<file path="src/rtl/e1_pkg.sv">
// Shared E1 constants and scheduler state codes for the TX bit path.
package e1_pkg;

  localparam int unsigned E1_TS_PER_FRAME = 32;
  localparam int unsigned E1_BITS_PER_TS  = 8;
  localparam logic [7:0]  E1_IDLE_OCTET   = 8'hFF;

  localparam logic [1:0] StIdle  = 2'd0;
  localparam logic [1:0] StSync  = 2'd1;
  localparam logic [1:0] StRun   = 2'd2;
  localparam logic [1:0] StDrain = 2'd3;

endpackage

</file>
<file path="src/rtl/e1_tx_bit_sched_if.sv">
// Octet handshake from the upstream framer into the E1 TX bit scheduler.
interface e1_tx_bit_sched_if;

  logic [7:0] in_octet;
  logic       in_valid;
  logic       in_ready;

  modport master (output in_octet, output in_valid, input in_ready);
  modport slave  (input in_octet, input in_valid, output in_ready);

endinterface

</file>
<file path="src/rtl/e1_tx_nco.sv">
// Fractional NCO: trimmed increment added to a phase accumulator; carry-out is the bit strobe.
module e1_tx_nco #(
  parameter int unsigned ACC_W  = 24,
  parameter int unsigned TRIM_W = 8
) (
  input  logic              clk,
  input  logic              rst_n,
  input  logic              run,
  input  logic              clear,
  input  logic [ACC_W-1:0]  inc,
  input  logic [TRIM_W-1:0] trim,
  output logic              strobe
);

  localparam int unsigned SumW = ACC_W + 2;

  logic [ACC_W-1:0] acc_q;
  logic [SumW-1:0]  eff_raw;
  logic [ACC_W-1:0] eff;
  logic [ACC_W:0]   sum;

  always_comb begin
    eff_raw = {2'b00, inc} + {{(SumW - TRIM_W){trim[TRIM_W-1]}}, trim};
    // Keep the effective step in [1, 2^ACC_W-1] so a large negative trim never stalls or wraps.
    if (eff_raw[SumW-1] || (eff_raw == '0)) begin
      eff = ACC_W'(1);
    end else if (eff_raw[ACC_W]) begin
      eff = '1;
    end else begin
      eff = eff_raw[ACC_W-1:0];
    end
    sum    = {1'b0, acc_q} + {1'b0, eff};
    strobe = run & sum[ACC_W];
  end

  always_ff @(posedge clk) begin
    if (!rst_n || clear) begin
      acc_q <= '0;
    end else if (run) begin
      acc_q <= sum[ACC_W-1:0];
    end
  end

endmodule

</file>
<file path="src/rtl/e1_tx_bit_sched.sv">
// E1 TX bit scheduler: NCO-paced MSB-first serialiser of framer octets with timeslot
// tracking, frame-start marking and all-ones substitution on underrun.
module e1_tx_bit_sched
  import e1_pkg::*;
#(
  parameter int unsigned      ACC_W   = 24,
  parameter logic [ACC_W-1:0] INC_DEF = ACC_W'(24'h111111),
  parameter int unsigned      TRIM_W  = 8
) (
  input  logic              clk,
  input  logic              rst_n,
  input  logic              cfg_en,
  input  logic [ACC_W-1:0]  cfg_inc,
  input  logic [TRIM_W-1:0] cfg_trim,
  e1_tx_bit_sched_if.slave  up,
  output logic              out_data,
  output logic              out_valid,
  output logic [4:0]        ts_num,
  output logic              stat_frame_start,
  output logic              stat_underrun
);

  logic [1:0]       state_q, state_d;
  logic [ACC_W-1:0] inc_q, inc_d;
  logic [7:0]       sreg_q, sreg_d;
  logic [7:0]       hold_q, hold_d;
  logic             hold_full_q, hold_full_d;
  logic [2:0]       bit_q, bit_d;
  logic [4:0]       ts_q, ts_d;
  logic             data_q, data_d, valid_q, valid_d, fs_q, fs_d, ur_q, ur_d;
  logic [4:0]       ts_out_q, ts_out_d;
  logic             run, clear, strobe, xfer, last_bit, last_ts;

  assign run         = (state_q == StRun) || (state_q == StDrain);
  assign clear       = (state_q == StIdle);
  assign up.in_ready = !hold_full_q && (state_q != StIdle);
  assign xfer        = up.in_valid && up.in_ready;
  assign last_bit    = (bit_q == 3'(E1_BITS_PER_TS - 1));
  assign last_ts     = (ts_q == 5'(E1_TS_PER_FRAME - 1));

  e1_tx_nco #(
    .ACC_W  (ACC_W),
    .TRIM_W (TRIM_W)
  ) u_nco (
    .clk    (clk),
    .rst_n  (rst_n),
    .run    (run),
    .clear  (clear),
    .inc    (inc_q),
    .trim   (cfg_trim),
    .strobe (strobe)
  );

  always_comb begin
    state_d     = state_q;
    inc_d       = inc_q;
    sreg_d      = sreg_q;
    hold_d      = xfer ? up.in_octet : hold_q;
    hold_full_d = hold_full_q | xfer;
    bit_d       = bit_q;
    ts_d        = ts_q;
    ts_out_d    = ts_out_q;
    data_d      = 1'b0;
    valid_d     = 1'b0;
    fs_d        = 1'b0;
    ur_d        = 1'b0;
    unique case (state_q)
      StIdle: begin
        hold_full_d = 1'b0;
        ts_out_d    = '0;
        if (cfg_en) begin
          state_d = StSync;
          inc_d   = cfg_inc;
        end
      end
      StSync: begin
        if (!cfg_en) begin
          state_d     = StIdle;
          hold_full_d = 1'b0;
        end else if (hold_full_q) begin
          sreg_d      = hold_q;
          hold_full_d = 1'b0;
          ts_d        = '0;
          bit_d       = '0;
          state_d     = StRun;
        end
      end
      StRun, StDrain: begin
        state_d = cfg_en ? StRun : StDrain;
        if (strobe) begin
          valid_d  = 1'b1;
          data_d   = sreg_q[7];
          ts_out_d = ts_q;
          fs_d     = (bit_q == '0) && (ts_q == '0);
          sreg_d   = {sreg_q[6:0], 1'b0};
          bit_d    = bit_q + 3'd1;
          if (last_bit) begin
            ts_d = ts_q + 5'd1;
            if ((state_q == StDrain) && !cfg_en && last_ts) begin
              state_d     = StIdle;
              hold_full_d = 1'b0;
            end else if (hold_full_q) begin
              // Old hold drains into sreg; an octet accepted this cycle refills it.
              sreg_d      = hold_q;
              hold_full_d = xfer;
            end else begin
              sreg_d = E1_IDLE_OCTET;
              ur_d   = 1'b1;
            end
          end
        end
      end
    endcase
  end

  always_ff @(posedge clk) begin
    if (!rst_n) begin
      state_q     <= StIdle;
      inc_q       <= INC_DEF;
      sreg_q      <= '0;
      hold_q      <= '0;
      hold_full_q <= 1'b0;
      bit_q       <= '0;
      ts_q        <= '0;
      ts_out_q    <= '0;
      data_q      <= 1'b0;
      valid_q     <= 1'b0;
      fs_q        <= 1'b0;
      ur_q        <= 1'b0;
    end else begin
      state_q     <= state_d;
      inc_q       <= inc_d;
      sreg_q      <= sreg_d;
      hold_q      <= hold_d;
      hold_full_q <= hold_full_d;
      bit_q       <= bit_d;
      ts_q        <= ts_d;
      ts_out_q    <= ts_out_d;
      data_q      <= data_d;
      valid_q     <= valid_d;
      fs_q        <= fs_d;
      ur_q        <= ur_d;
    end
  end

  assign out_data         = data_q;
  assign out_valid        = valid_q;
  assign ts_num           = ts_out_q;
  assign stat_frame_start = fs_q;
  assign stat_underrun    = ur_q;

endmodule

</file>
<file path="src/flat_wrapper.sv">
// flat-port wrapper written by rule: the top's interface ports become plain ports
module e1_tx_bit_sched_flat import e1_pkg::*;
#(
  parameter int unsigned      ACC_W   = 24,
  parameter logic [ACC_W-1:0] INC_DEF = ACC_W'(24'h111111),
  parameter int unsigned      TRIM_W  = 8
)
  (clk, rst_n, cfg_en, cfg_inc, cfg_trim, out_data, out_valid, ts_num, stat_frame_start, stat_underrun, up_in_octet, up_in_valid, up_in_ready);
  e1_tx_bit_sched_if up_i ();
  input  logic clk;
  input  logic rst_n;
  input  logic cfg_en;
  input  logic [ACC_W-1:0] cfg_inc;
  input  logic [TRIM_W-1:0] cfg_trim;
  output logic out_data;
  output logic out_valid;
  output logic [4:0] ts_num;
  output logic stat_frame_start;
  output logic stat_underrun;
  input wire logic [$bits(up_i.in_octet)-1:0] up_in_octet;
  input wire logic [$bits(up_i.in_valid)-1:0] up_in_valid;
  output wire logic [$bits(up_i.in_ready)-1:0] up_in_ready;
  assign up_i.in_octet = up_in_octet;
  assign up_i.in_valid = up_in_valid;
  assign up_in_ready = up_i.in_ready;
  e1_tx_bit_sched #(.ACC_W(ACC_W), .INC_DEF(INC_DEF), .TRIM_W(TRIM_W)) u_core (.clk(clk), .rst_n(rst_n), .cfg_en(cfg_en), .cfg_inc(cfg_inc), .cfg_trim(cfg_trim), .up(up_i), .out_data(out_data), .out_valid(out_valid), .ts_num(ts_num), .stat_frame_start(stat_frame_start), .stat_underrun(stat_underrun));
endmodule
</file>
<file path="config.mk">
export PLATFORM = sky130hd
export DESIGN_NAME = e1_tx_bit_sched_flat
export DESIGN_NICKNAME = d
export VERILOG_FILES = /design/src/rtl/e1_pkg.sv /design/src/rtl/e1_tx_bit_sched_if.sv /design/src/rtl/e1_tx_nco.sv /design/src/rtl/e1_tx_bit_sched.sv /design/src/flat_wrapper.sv
export SDC_FILE = /design/constraint.sdc
export NUM_CORES = 1
export LEC_CHECK = 0
export ABC_AREA = 1
export CAP_MARGIN = 20
export CORE_MARGIN = 2
export CORE_UTILIZATION = 35
export DETAILED_ROUTE_END_ITERATION = 10
export PLACE_DENSITY = 0.54
export SETUP_SLACK_MARGIN = 0.3
export SYNTH_ARGS = -nofsm -noshare
export SYNTH_HDL_FRONTEND = slang
export SYNTH_HIERARCHICAL = 1
export SYNTH_SLANG_ARGS = --single-unit
</file>
<file path="constraint.sdc">
create_clock -name clk -period 5.7 [get_ports clk]
set_input_delay 1.14 -clock clk [delete_from_list [all_inputs] [get_ports clk]]
set_output_delay 1.14 -clock clk [all_outputs]
set_load 0.03 [all_outputs]
</file>
## Word level (Yosys, flattened, before mapping)

Cells that the tools add are included.

- Mux-type cells: 37
- Equal/unequal tests: 11
- Bitwise operators: 6
- Reductions and logical operators: 27
- Add/sub/neg operators: 4

Operators with widths:

| kind | count |
|---|---|
| 24-bit 2-to-1 mux | 2 |
| 8-bit 2-to-1 mux | 6 |
| 25-bit by 8-bit adder with 26-bit output | 1 |
| 26-bit logical NOT | 1 |
| 24-bit by 24-bit adder with 25-bit output | 1 |
| 5-bit 2-to-1 mux | 5 |
| 5-bit one-hot mux with 2 select lines | 2 |
| 8-bit one-hot mux with 2 select lines | 1 |
| 2-bit 2-to-1 mux | 6 |
| 1-bit 2-to-1 mux | 9 |
| 3-bit 2-to-1 mux | 3 |
| 2-bit AND reduction | 4 |
| 2-bit by 1-bit != test with 1-bit output (second input constant) | 3 |
| 2-bit one-hot mux with 3 select lines | 1 |
| 3-bit one-hot mux with 2 select lines | 1 |
| 2-bit nonzero test | 3 |
| 5-bit by 1-bit adder with 5-bit output (second input constant) | 1 |
| 5-bit equality test (second input constant) | 1 |
| 1-bit logical AND | 5 |
| 5-bit logical NOT | 1 |
| 5-bit AND reduction | 1 |
| 5-bit OR reduction | 1 |
| 2-bit equality test (second input constant) | 2 |
| 2-bit != test (second input constant) | 2 |
| 15 further kinds | 22 |

- Output and inout bits: 10
- Logic and storage cells: 98
- Bits in registers: 84

## Logic depth before layout (Yosys ltp)

- Depth after elaboration: 9
- Mapped depth: 36
- Mapped depth without buffers: 35

## By module

The synthesis kept the hierarchy.

Modules (own cells, without submodules):

| module | sequential area each (um^2) | area an instance (um^2) | instances | cells an instance |
|---|---|---|---|---|
| e1_tx_nco | 480.5 | 4,545.6 | 1 | 813 |
| e1_tx_bit_sched | 1,201.2 | 2,463.6 | 1 | 312 |

## Worst setup path after synthesis

OpenSTA, ideal clock, no wires.

- Path type: input-to-reg
- Start point: input cfg_trim[0]
- End point: register u_core.ts_q[3]
- Library setup time: 114 ps
- Slack: 669 ps
- Data required time: 5,586 ps
- Stages on the path: 34
- Arrival: 4,916 ps
- Cells stage by stage: ha_1 inv_1 fa_1 inv_1 or2_2 nor2_1 nand3_1 nor2_1 nand2_1 nor2_1 nand3_1 nor2_1 nand3_2 nand2_4 buf_12 nor2_2 ha_1 nand2_1 nor2_1 inv_1 nor2_1 inv_1 o21ai_0 nand3_1 nand2_1 nand2_1 inv_1 nand2_4 inv_2 nand2_1 nand2_2 nand2_1 xor2_1 nor2_1

- Word-level cells in the longest chain between the ends: 8
- Elaborated cells between the ends (all ways): 9
- Those cells by class: add/sub (2); eq/ne (1); mux (2); bitwise (1); reduce/logical (3)

RTL lines:

| what | RTL line | source |
|---|---|---|
| from (decl) | flat_wrapper.sv:14 | `input logic [TRIM_W-1:0] cfg_trim;` |
| 25-bit by 8-bit adder with 26-bit output * | e1_tx_nco.sv:23 | `eff_raw = {2'b00, inc} + {{(SumW - TRIM_W){trim[TRIM_W-1]}}, trim};` |
| 26-bit logical NOT | e1_tx_nco.sv:25 | `if (eff_raw[SumW-1] \|\| (eff_raw == '0)) begin` |
| 1-bit logical OR | e1_tx_nco.sv:25 |  |
| 24-bit 2-to-1 mux * | e1_tx_nco.sv:25 |  |
| 24-bit by 24-bit adder with 25-bit output * | e1_tx_nco.sv:32 | `sum = {1'b0, acc_q} + {1'b0, eff};` |
| 1-bit bitwise AND * | e1_tx_nco.sv:33 | `strobe = run & sum[ACC_W];` |
| via u_core.strobe | e1_tx_bit_sched.sv:32 | `logic run, clear, strobe, xfer, last_bit, last_ts;` |
| 2-bit by 1-bit != test with 1-bit output (no source line) * | - |  |
| 5-bit AND reduction (no source line) * | - |  |
| to (signal assigned) | e1_tx_bit_sched.sv:137 | `ts_q <= ts_d;` |
| to (decl) | e1_tx_bit_sched.sv:29 | `logic [4:0] ts_q, ts_d;` |

The timed path passes the listed nets; every way through them passes the cells marked *.
A chain may end at the register's enable or synchronous reset.

## Final worst setup path

- Start point: input cfg_trim[3]
- End point: register u_core.ts_q[3]

Same word-level chain as after synthesis.

==> flow_metrics.env <==
export IMPL_n_antenna_cell=0
export IMPL_syn_instance_count=1125
export IMPL_h_tree_depth=3
export IMPL_startpoint_type="input port"
export IMPL_crit_start="cfg_trim[3]"
export IMPL_slew_headroom_pct=54.0
export IMPL_slowest_stage="clkdlybuf4s50_1"
export IMPL_intPower_mw=1.40
export IMPL_fin_tns_setup_ps=0
export IMPL_numPortBuffers=53
export IMPL_grt_pass1_vias=7152
export IMPL_syn_num_nets=1226
export IMPL_fp_dieArea_um2=21200
export IMPL_ir_worst_vdd_uv=166
export IMPL_required_ps=5950
export IMPL_power_frac_clock_pct=28.5
export IMPL_numCtsBuffers=9
export IMPL_synthSimpleGateAreaFrac_pct=36.8
export IMPL_cpPeakStageDelay_ps=420
export IMPL_place_congestion=0.920
export IMPL_grt_pass1_wl_mm=34.8
export IMPL_holdCritStartpoint="u_core/sreg_q[7]"
export IMPL_rsz0062_at_grt="no"
export IMPL_avgSynthCellArea_um2=6.23
export IMPL_drt_pass1_iter_count=5
export IMPL_drc_errors=0
export IMPL_io_pin_count=54
export IMPL_cts_sinks=84
export IMPL_cts_tree="built"
export IMPL_worst_hold_path_type="reg -> reg"
export IMPL_worstMarginPinSlew_ps=687
export IMPL_timing_fmax_ghz=0.198
export IMPL_synthMuxAreaShare_pct=0
export IMPL_viasPerCell=4.71
export IMPL_dominantRegCellSynth="dfxtp_1"
export IMPL_dieHeight_um=146
export IMPL_gr_total_overflow=0
export IMPL_drive_above_1_share_pct=25.1
export IMPL_sw_frac_of_total_pct=36.4
export IMPL_hold_viol=0
export IMPL_synth_edf_count=0
export IMPL_fin_crit_ps=5060
export IMPL_cts_root_buffer="clkbuf_16"
export IMPL_wire_per_inst_um=13.2
export IMPL_initialDrtViolationCount=406
export IMPL_synth_area_um2=7010
export IMPL_finalClockSkew_ps=5.62
export IMPL_power_static_leakage_nw=4.73
export IMPL_grt_usage_pct=20.1
export IMPL_yosys_area_share_adder_pct=10.4
export IMPL_area_growth_pct=38.9
export IMPL_clkLatencyLatePin_ps=350
export IMPL_dr_total_vias=7493
export IMPL_ys_top_cells_by_area="dfxtp_1, nand2_1, ha_1, inv_1, nor2_1"
export IMPL_worst_path_most_repeated_cell="nand2_1"
export IMPL_grt_max_degree=51
export IMPL_synth_xor_area_share_pct=2.12
export IMPL_synth_yosys_seq_area_share_pct=24.0
export IMPL_pre_cts_ws_ps=-214
export IMPL_power_frac_seq_pct=28.6
export IMPL_p_per_area_nw_per_um2=226
export IMPL_synth_top_family_by_area="simple AND/OR/NAND/NOR gates"
export IMPL_ant_nets=0
export IMPL_finalWirelength_mm=21.1
export IMPL_ys_seq_elements=84
export IMPL_fin_crit_sh_pct=88.7
export IMPL_ctsHoldBuffers=0
export IMPL_synth_compound_area_share_pct=15.6
export IMPL_num_nets_final=1422
export IMPL_synth_cell_type_count=45
export IMPL_layout_setup_ws_ps=643
export IMPL_yosys_area_top_type_share_pct=24.0
export IMPL_path_class="in -> reg"
export IMPL_end_kind="flop"
export IMPL_rr_startpoint="u_core/inc_q[0]"
export IMPL_clkTransAtPathRegs_ps=70
export IMPL_ys_warn_count=6
export IMPL_yosys_area_top_type="dfxtp_1"
export IMPL_setup_viol=0
export IMPL_cts_max_path_buffers=2
export IMPL_power_total_mw=2.20
export IMPL_antenna_found_initial=0
export IMPL_post_dp_hpwl_mm=16.5
export IMPL_maxCapViolations=0
export IMPL_die_x_um=146
export IMPL_async_reset_ff_share_pct=0
export IMPL_worstPathArrival_ps=5310
export IMPL_combinationalPowerShare_pct=42.9
export IMPL_status="finished, final reports clean"
export IMPL_p_switching_mw=0.800
export IMPL_drv_slew=0
export IMPL_initial_utilization_pct=35.9
export IMPL_path_max_fanout=8
export IMPL_rows=51
export IMPL_core_area_um2=19500
[worst max-delay path, delay by kind of cell]
| family | cells | cell delay (ps) |
|---|---|---|
| xor+xnor | 1 | 120 |
| simple gates | 22 | 1980 |
| fa+ha+maj | 2 | 700 |
| buf+inv | 6 | 910 |
| compound gates | 4 | 470 |
[synthesized netlist by cell type, types with 4 or more instances]
library cell,number
a21oi_2,9
nand2_1,270
or2_2,4
dfxtp_1,84
o21ai_1,20
o211ai_1,8
inv_1,158
nor2_2,30
xor2_1,14
nor2_1,156
buf_6,4
ha_1,55
nand2_2,15
a21oi_1,77
nand3_2,4
inv_2,5
nand3b_1,10
nor3_1,5
o21ai_0,54
clkbuf_1,9
nand3_1,65
buf_2,7
o21bai_1,5
nand4_1,19
[timing repair]
action                                  in CTS  in global routing
endpoints found under the setup margin      26                 41
gates cloned                                 1                  1
pin swaps                                    9                 33
gates resized for setup                     36                 76
endpoints found under the hold margin        0                  0
buffers inserted                             4                  8
[kinds of logic (layout without fill, tap and decap cells)]
kind of cell | count (synthesis) | count (layout)
xor+xnor | 17 | 17
fa+ha+maj | 57 | 57
compound gates | 191 | 191
simple gates | 587 | 588
buf+inv | 189 | 389
flops | 84 | 84
[state kept, by name (all words and copies together), names as in the netlist]
name and count:
u_core/inc_q 24, u_core/u_nco/acc_q 24, u_core/hold_q 8, u_core/sreg_q 8, u_core/ts_num 5, u_core/ts_q 5, u_core/bit_q 3, u_core/state_q 2
u_core/hold_full_q 1, u_core/out_data 1, u_core/out_valid 1, u_core/stat_frame_start 1, u_core/stat_underrun 1
[layout make-up]
class                           instances  area, um2
Sequential cell                        84       1680
Multi-Input combinational cell        853       5010
Inverter                              164        618
Fill cell                            2035       9790
Timing Repair Buffer                  209       1780
Clock inverter                          6       71.3
Tap cell                              265        332
Clock buffer                           10        239
[power groups by stage]
stage               clock network, mW  logic [mW]  registers (mW)
finish                          0.627       0.943           0.629
global route                    0.668        1.05           0.631
CTS                             0.645       0.881           0.626
detailed placement                  0       0.854           0.639
global placement                    0       0.849           0.639
floorplan                           0       0.508           0.634
[layer usage]
metal	vias to the layer above	GRT usage [%]	routed length, um
li1	4010	-	-
met1	3339	27.5	10700
met2	126	33.2	9310
met3	18	2.57	758
met4	0	5.74	266
met5	-	0	0
[per-stage QoR]
| step | instances | hold slack, ps | utilization (%) | cell area (um2) |
|---|---|---|---|---|
| 2_1_floorplan | 1125 | 405 | - | 7010 |
| 3_3_place_gp | 1561 | 432 | 45.2 | 8820 |
| 3_5_place_dp | 1561 | 427 | 45.2 | 8820 |
| 4_1_cts | 1582 | 447 | 47.6 | 9290 |
| 5_1_grt | 1591 | 476 | 49.9 | 9740 |
| 6_report | 1591 | 448 | 49.9 | 9740 |
[worst paths after layout]
path	end	slack, ps	cells past startpoint
min	u_core/out_data	450	2
max reg2reg	u_core/ts_q[3]	1250	32
max	u_core/ts_q[3]	640	35
min reg2reg	u_core/out_data	450	2
[cell usage in the layout (no fill, tap or decap), types with 35 or more instances in the layout]
| master | count |
|---|---|
| nand2_1 | 258 |
| inv_1 | 153 |
| buf_4 | 148 |
| nor2_1 | 143 |
| dfxtp_1 | 83 |
| a21oi_1 | 63 |
| nand3_1 | 61 |
| clkdlybuf4s50_1 | 50 |
| o21ai_0 | 43 |
| nor2_2 | 39 |
| ha_1 | 35 |
Note: power is estimated with default switching activity, not from simulation.
